**src/rtl/id_exe_stage_reg.sv**
```systemverilog
// id_exe_stage_reg: decode-to-execute pipeline register with freeze, flush and a valid bit
module id_exe_stage_reg #(
    parameter int DATA_W = 32,
    parameter int REG_AW = 4
) (
    input  logic              clk,
    input  logic              rst,
    input  logic              flush,
    input  logic              freeze,
    input  logic [DATA_W-1:0] PC_in,
    input  logic [DATA_W-1:0] Val_Rn_in,
    input  logic [DATA_W-1:0] Val_Rm_in,
    input  logic [REG_AW-1:0] src1_in,
    input  logic [REG_AW-1:0] src2_in,
    input  logic [REG_AW-1:0] Dest_in,
    input  logic [3:0]        EXE_CMD_in,
    input  logic              MEM_R_EN_in,
    input  logic              MEM_W_EN_in,
    input  logic              WB_EN_in,
    input  logic              B_in,
    input  logic              S_in,
    input  logic              Imm_in,
    input  logic [11:0]       Shift_operand_in,
    input  logic [23:0]       Signed_imm_24_in,
    input  logic              C_in,
    output logic [DATA_W-1:0] PC,
    output logic [DATA_W-1:0] Val_Rn,
    output logic [DATA_W-1:0] Val_Rm,
    output logic [REG_AW-1:0] src1,
    output logic [REG_AW-1:0] src2,
    output logic [REG_AW-1:0] Dest,
    output logic [3:0]        EXE_CMD,
    output logic              MEM_R_EN,
    output logic              MEM_W_EN,
    output logic              WB_EN,
    output logic              B,
    output logic              S,
    output logic              Imm,
    output logic [11:0]       Shift_operand,
    output logic [23:0]       Signed_imm_24,
    output logic              C,
    output logic              valid
);
    typedef struct packed {
        logic [DATA_W-1:0] pc;
        logic [DATA_W-1:0] val_rn;
        logic [DATA_W-1:0] val_rm;
        logic [REG_AW-1:0] src1;
        logic [REG_AW-1:0] src2;
        logic [REG_AW-1:0] dest;
        logic [3:0]        exe_cmd;
        logic              mem_r_en;
        logic              mem_w_en;
        logic              wb_en;
        logic              b;
        logic              s;
        logic              imm;
        logic [11:0]       shift_operand;
        logic [23:0]       signed_imm_24;
        logic              c;
        logic              valid;
    } stage_t;

    stage_t stage_d, stage_q, load_s;

    // Next contents: a flush zeroes everything (a clean bubble), a freeze holds, otherwise load decode
    always_comb begin
        load_s = '{pc: PC_in, val_rn: Val_Rn_in, val_rm: Val_Rm_in, src1: src1_in, src2: src2_in,
                   dest: Dest_in, exe_cmd: EXE_CMD_in, mem_r_en: MEM_R_EN_in, mem_w_en: MEM_W_EN_in,
                   wb_en: WB_EN_in, b: B_in, s: S_in, imm: Imm_in, shift_operand: Shift_operand_in,
                   signed_imm_24: Signed_imm_24_in, c: C_in, valid: 1'b1};
        stage_d = flush ? '0 : freeze ? stage_q : load_s;
    end

    // Stage register; reset clears it immediately, independent of the clock
    always_ff @(posedge clk or posedge rst) begin
        if (rst) stage_q <= '0;
        else     stage_q <= stage_d;
    end

    assign PC            = stage_q.pc;
    assign Val_Rn        = stage_q.val_rn;
    assign Val_Rm        = stage_q.val_rm;
    assign src1          = stage_q.src1;
    assign src2          = stage_q.src2;
    assign Dest          = stage_q.dest;
    assign EXE_CMD       = stage_q.exe_cmd;
    assign MEM_R_EN      = stage_q.mem_r_en;
    assign MEM_W_EN      = stage_q.mem_w_en;
    assign WB_EN         = stage_q.wb_en;
    assign B             = stage_q.b;
    assign S             = stage_q.s;
    assign Imm           = stage_q.imm;
    assign Shift_operand = stage_q.shift_operand;
    assign Signed_imm_24 = stage_q.signed_imm_24;
    assign C             = stage_q.c;
    assign valid         = stage_q.valid;
endmodule
```
**config.mk**
```make
export PLATFORM = sky130hd
export DESIGN_NAME = id_exe_stage_reg
export DESIGN_NICKNAME = d
export VERILOG_FILES = /design/src/rtl/id_exe_stage_reg.sv
export SDC_FILE = /design/constraint.sdc
export NUM_CORES = 1
export LEC_CHECK = 0
export BUFFER_PORTS_ARGS = -buffer_cell sky130_fd_sc_hd__buf_2
export CAP_MARGIN = 40
export CORE_AREA = 2 2 124 126
export CTS_CLUSTER_DIAMETER = 100
export DETAILED_ROUTE_END_ITERATION = 10
export DIE_AREA = 0 0 126 128
export GPL_ROUTABILITY_DRIVEN = 0
export PLACE_DENSITY = 0.75
export SETUP_SLACK_MARGIN = 0.05
export SLEW_MARGIN = 0
export SYNTH_ARGS = -nofsm -noshare
export SYNTH_HDL_FRONTEND = slang
export SYNTH_SLANG_ARGS = --single-unit
```
**constraint.sdc**
```tcl
create_clock -name clk -period 8.45 [get_ports clk]
set_clock_uncertainty 0.05 [all_clocks]
set_input_delay 0.4225 -clock clk [delete_from_list [all_inputs] [get_ports clk]]
set_output_delay 0.4225 -clock clk [all_outputs]
set_load 0.01 [all_outputs]
```
==> results.sh, run 1 <==
export IMPL_synthMuxAreaShare_pct=24.1
export IMPL_grtUsageTotal_pct=18.5
export IMPL_setup_viol=0
export IMPL_netlist_area_mm2=0.00645
export IMPL_maxSlewHeadroom_pct=41.9
export IMPL_cpMaxStageDelayCell="buf_4"
export IMPL_antenna_cells=0
export IMPL_drive_above_1_share_pct=42.7
export IMPL_fillers=1264
export IMPL_hold_buffers=0
export IMPL_ys_seq_elements=156
export IMPL_grt_pass1_vias=4690
export IMPL_initial_core_util_pct=43.4
export IMPL_die_width_um=126
export IMPL_coreArea_mm2=0.0149
export IMPL_ys_types=10
export IMPL_die_y_um=128
export IMPL_via_count=4707
export IMPL_dpl_hpwl_um=10500
export IMPL_die_area_mm2=0.0161
export IMPL_arrival_ns=2.23
export IMPL_postCtsResizedCells=0
export IMPL_cp_end_kind="register"
export IMPL_ys_seq_area_share_pct=60.5
export IMPL_syn_area_per_cell_um2=12.8
export IMPL_setup_slack_ns=6.44
export IMPL_worstReg2RegStart="Val_Rn[23]$_DFFE_PP0P_"
export IMPL_leakagePower_nw=5.08
export IMPL_worstSetupPathType="primary input to register"
export IMPL_cts_htree_levels=4
export IMPL_rows=45
export IMPL_ant_nets=0
export IMPL_yosys_area_top_type="dfrtp_1"
export IMPL_run_status="finished, final reports clean"
export IMPL_startpoint="freeze"
export IMPL_grt_pass1_wl_um=23700
export IMPL_drtIter0Drc=234
export IMPL_syn_to_final_growth_pct=34.1
export IMPL_cts_tree="built"
export IMPL_fmax_ghz=0.497
export IMPL_cts_setup_buffers=0
export IMPL_synth_top_area_share_pct=60.5
export IMPL_crit_chain="clkbuf_8, buf_16, buf_4, buf_16, mux2i_1, nor2_1"
export IMPL_cts_buffers=17
export IMPL_drtPass1Iterations=4
export IMPL_regArea_mm2=0.00390
export IMPL_fin_nets=967
export IMPL_antenna_found_initial=0
export IMPL_synthCells=504
export IMPL_utilization_pct=58.2
export IMPL_synth_xor_area_share_pct=0
export IMPL_ir_drop_mv=0.128
export IMPL_drc=0
export IMPL_cap_violations=0
export IMPL_rsz0062_at_grt="no"
export IMPL_drv_slew=0
export IMPL_clockRootBuffer="clkbuf_16"
export IMPL_overflow=0
export IMPL_dp_worst_setup_slack_ns=6.09
export IMPL_totalWireLength_um=15100
export IMPL_start_kind="primary input"
export IMPL_finalHoldViolCount=0
export IMPL_synth_adder_area_share_pct=0
export IMPL_viasPerCell=4.67
export IMPL_critPathMostFrequentCell="buf_16"
export IMPL_io_pins=315
export IMPL_cts_sinks=156
export IMPL_io_buffer_count=314
export IMPL_synth_simple_gate_area_share_pct=9.02
export IMPL_worstPathRequired_ns=8.67
export IMPL_grt_max_degree=85
export IMPL_hp_class="primary input to async pin"
export IMPL_worstMarginPinSlew_ns=0.871
export IMPL_clock_latency_ns=0.41
export IMPL_ys_warn_count=0
export IMPL_powerDensity_mw_per_mm2=219
export IMPL_clkTransAtPathRegs_ns=0.06
export IMPL_fin_setup_tns_ns=0
export IMPL_synth_top_family_by_area="multiplexers"
export IMPL_layout_min_cycle_time_ns=2.01
export IMPL_fin_crit_sh_pct=23.8
export IMPL_routedWlPerCell_um=14.9
export IMPL_worstPathMaxFanout=84
export IMPL_multi_input_area_mm2=0.00214
export IMPL_slowest_delay_ns=0.46
export IMPL_yosys_top_cells_area="dfrtp_1 (61%), mux2i_1 (24%), nor2_1 (9.0%)"
export IMPL_synth_compound_area_share_pct=0.0776
export IMPL_syn_num_nets=663
export IMPL_cts_path_max_buffers=2
-- logic make-up after synthesis --
kind of cell,after synthesis
DFF,156
muxes,155
and+or+nand+nor,155
buffers and inverters,37
AOI/OAI and AO/OA,1
-- final cells by class --
type	instances	share of cell area [%]
Sequential cell	156	45.1
Tap cell	188	2.72
Clock buffer	21	5.32
Clock inverter	10	2.44
Inverter	2	0.145
Multi-Input combinational cell	311	24.7
Timing Repair Buffer	320	19.5
-- worst max-delay path: cells and delay by family --
family                 cells  cell delay (ns)
muxes                      1             0.25
buffers and inverters      4             1.33
and+or+nand+nor            1             0.05
-- power breakdown --
part | switching [mW] | internal, mW | total (mW)
Combinational | 0.120 | 0.102 | 0.222
Sequential | 0.0218 | 0.789 | 0.811
Clock | 0.292 | 0.570 | 0.862
-- through the flow --
step           hold slack (ns)  std cells  total power, mW  area (um2)
2_1_floorplan            0.498        504            0.959        6450
3_3_place_gp             0.446        974             1.04        7900
3_5_place_dp             0.455        977             1.05        7980
4_1_cts                  0.108       1008             1.92        8650
5_1_grt                  0.129       1008             1.97        8650
6_report                0.0771       1008             1.90        8650
-- state kept, by name (all words and copies together) (netlist names) --
| signal | count |
|---|---|
| Signed_imm_24 | 24 |
| Val_Rn | 32 |
| valid | 1 |
| Val_Rm | 32 |
| MEM_R_EN | 1 |
| PC | 32 |
| B | 1 |
| src2 | 4 |
| Imm | 1 |
| Dest | 4 |
| WB_EN | 1 |
| S | 1 |
| EXE_CMD | 4 |
| Shift_operand | 12 |
| C | 1 |
| MEM_W_EN | 1 |
| src1 | 4 |
-- worst paths after layout --
path	end	slack (ns)	depth (start not counted)
max	Val_Rn[23]$_DFFE_PP0P_	6.44	6
min	Val_Rn[23]$_DFFE_PP0P_	0.08	2
max reg2reg	Val_Rn[23]$_DFFE_PP0P_	7.64	2
min reg2reg	PC[11]$_DFFE_PP0P_	0.46	2
max in group asynchronous	Val_Rn[15]$_DFFE_PP0P_	7.12	4
min in group clk	Shift_operand[5]$_DFFE_PP0P_	0.20	3
-- placed cells by master, fill, tap and decap left out, drive strengths merged --
cell type  netlist  layout
a21oi            1       1
buf             23     319
mux2i          155     155
nor2           155     155
clkbuf          12      22
clkinv           0       3
inv              2       3
dfrtp          156     156
bufinv           0       6
-- cell usage after synthesis --
cell type and count:
clkbuf_1 12, mux2i_1 155, buf_12 15, nor2_1 155, buf_4 2, buf_8 1
a21oi_1 1, dfrtp_1 156, buf_2 5, inv_1 2
-- per-layer routing --
layer / share of wire, % / track usage, % / vias to the layer above
met5: 0 / 0 / -
met1: 41 / 22.5 / 2232
li1: - / - / 2276
met2: 51 / 31.2 / 179
met3: 7.1 / 5.80 / 20
met4: 1.7 / 6.79 / 0
Power figures use the tool's default switching activity.
==> run 2: changes to the inputs <==
Settings changed: CORE_AREA 2 2 124 126 to default, CORE_MARGIN from default to 1.5, CORE_UTILIZATION from default to 46, DIE_AREA 0 0 126 128 to default, PLACE_DENSITY 0.75 to 0.78.
Clock period 8.45 ns to 1.9 ns, I/O delays scaled along.
==> results.sh, run 2 (same netlist as run 1, synthesis figures left out) <==
export IMPL_run_status="finished, final reports clean"
export IMPL_cap_violations=0
export IMPL_arrival_ns=0.98
export IMPL_ir_drop_mv=0.604
export IMPL_totalWireLength_um=20500
export IMPL_viasPerCell=4.87
export IMPL_worstPathMaxFanout=2
export IMPL_grt_pass1_wl_um=31200
export IMPL_finalHoldViolCount=0
export IMPL_syn_to_final_growth_pct=59.3
export IMPL_antenna_found_initial=0
export IMPL_powerDensity_mw_per_mm2=827
export IMPL_finalPower_mw=8.49
export IMPL_setup_slack_ns=0.770
export IMPL_drtPass1Iterations=5
export IMPL_fin_cells=1170
export IMPL_regArea_mm2=0.00390
export IMPL_initial_core_util_pct=46.8
export IMPL_coreArea_mm2=0.0138
export IMPL_worstPathRequired_ns=1.75
export IMPL_antenna_cells=0
export IMPL_worstSetupPathType="register to output pin"
export IMPL_io_buffer_count=314
export IMPL_fin_area_mm2=0.0103
export IMPL_worstMarginPinSlew_ns=0.581
export IMPL_fillers=852
export IMPL_worstHoldStart="flush"
export IMPL_rows=43
export IMPL_dpl_hpwl_um=11400
export IMPL_mostFrequentLayoutCell="buf_2"
export IMPL_die_y_um=121
export IMPL_layout_common_cells="buf_2 (312), dfrtp_1 (156), dlygate4sd3_1 (156)"
export IMPL_cts_tree="built"
export IMPL_drive_above_1_share_pct=36.9
export IMPL_rsz0062_at_grt="no"
export IMPL_slowest_delay_ns=0.41
export IMPL_crit_chain="buf_2"
export IMPL_maxSlewHeadroom_pct=61.2
export IMPL_placed_area_mm2=0.00809
export IMPL_fmax_ghz=0.885
export IMPL_drv_slew=0
export IMPL_leakagePower_nw=5.76
export IMPL_r2r_setup_slack_ns=1.06
export IMPL_cts_path_max_buffers=2
export IMPL_cp_num_buf_inv=1
export IMPL_routedWlPerCell_um=17.5
export IMPL_via_count=5698
export IMPL_cts_htree_levels=4
export IMPL_die_width_um=121
export IMPL_drc=0
export IMPL_hp_class="primary input to register"
export IMPL_clock_latency_ns=0.42
export IMPL_die_area_mm2=0.0147
export IMPL_grt_pass1_vias=6363
export IMPL_clkTransAtPathRegs_ns=0.06
export IMPL_drtIter0Drc=266
export IMPL_grt_max_degree=64
export IMPL_cpMaxStageDelayCell="dfrtp_1"
export IMPL_io_pins=315
export IMPL_dp_cells=982
export IMPL_dp_worst_setup_slack_ns=0.631
export IMPL_ant_nets=0
export IMPL_cts_sinks=156
export IMPL_startpoint="EXE_CMD[1]$_DFFE_PP0P_"
export IMPL_overflow=0
export IMPL_grtUsageTotal_pct=27.9
export IMPL_fin_nets=1136
export IMPL_layout_min_cycle_time_ns=1.13
export IMPL_start_kind="register"
export IMPL_crit_family="flip-flops"
export IMPL_setup_viol=0
export IMPL_cts_buffers=17
export IMPL_worstReg2RegStart="MEM_R_EN$_DFFE_PP0P_"
export IMPL_fin_crit_sh_pct=59.5
export IMPL_multi_input_area_mm2=0.00214
export IMPL_clockRootBuffer="clkbuf_16"
export IMPL_cp_end_kind="output pin"
## run 2: cell types whose count changed in the layout (fill, tap and decap cells not counted), sizes merged
cell,change
inv,-1
buf,+13
clkbuf,+1
dlygate4sd3,+156
bufinv,-3
clkinvlp,+4
## run 2: repair_timing
item	4_1_cts	5_1_grt
buffers inserted	0	0
endpoints found under the setup margin	0	0
hold endpoints to repair	172	0
hold buffers	156	0
gates resized for setup	0	0
## run 2: per-stage QoR
stage               utilization (%)  setup TNS (ns)  hold WS (ns)
CTS                            74.6               0        0.0293
finish                         74.6               0        0.0332
floorplan                         -          -33.99         0.198
global placement               58.7               0         0.140
global route                   74.6               0        0.0424
detailed placement             58.7               0         0.141
## run 2: layer usage
layer	global-route usage (%)	part of all wire, %
met4	16.8	4.6
met3	7.19	5.2
met5	0	0
met2	52.2	55
met1	27.2	36
## run 2: final timing paths
kind | endpoint | cells past startpoint
min in group asynchronous | EXE_CMD[1]$_DFFE_PP0P_ | 3
hold reg to reg | C$_DFFE_PP0P_ | 2
max in group asynchronous | Val_Rm[12]$_DFFE_PP0P_ | 4
setup / recovery | EXE_CMD[1] | 1
setup reg to reg | MEM_R_EN$_DFFE_PP0P_ | 2
hold / removal | Val_Rn[19]$_DFFE_PP0P_ | 2
## run 2: area by class of cell
type,count,area share [%]
clock buffers,22,4.71
clock inverters,10,1.33
inverters,2,0.110
multi-input cells,311,20.8
flip-flops and latches,156,38.0
well taps,180,2.19
repair buffers,489,32.8
## run 2: power by group
part           internal, mW  switching [mW]
clock network          2.20            1.34
registers              3.51           0.110
logic                 0.687           0.643
total                  6.40            2.09
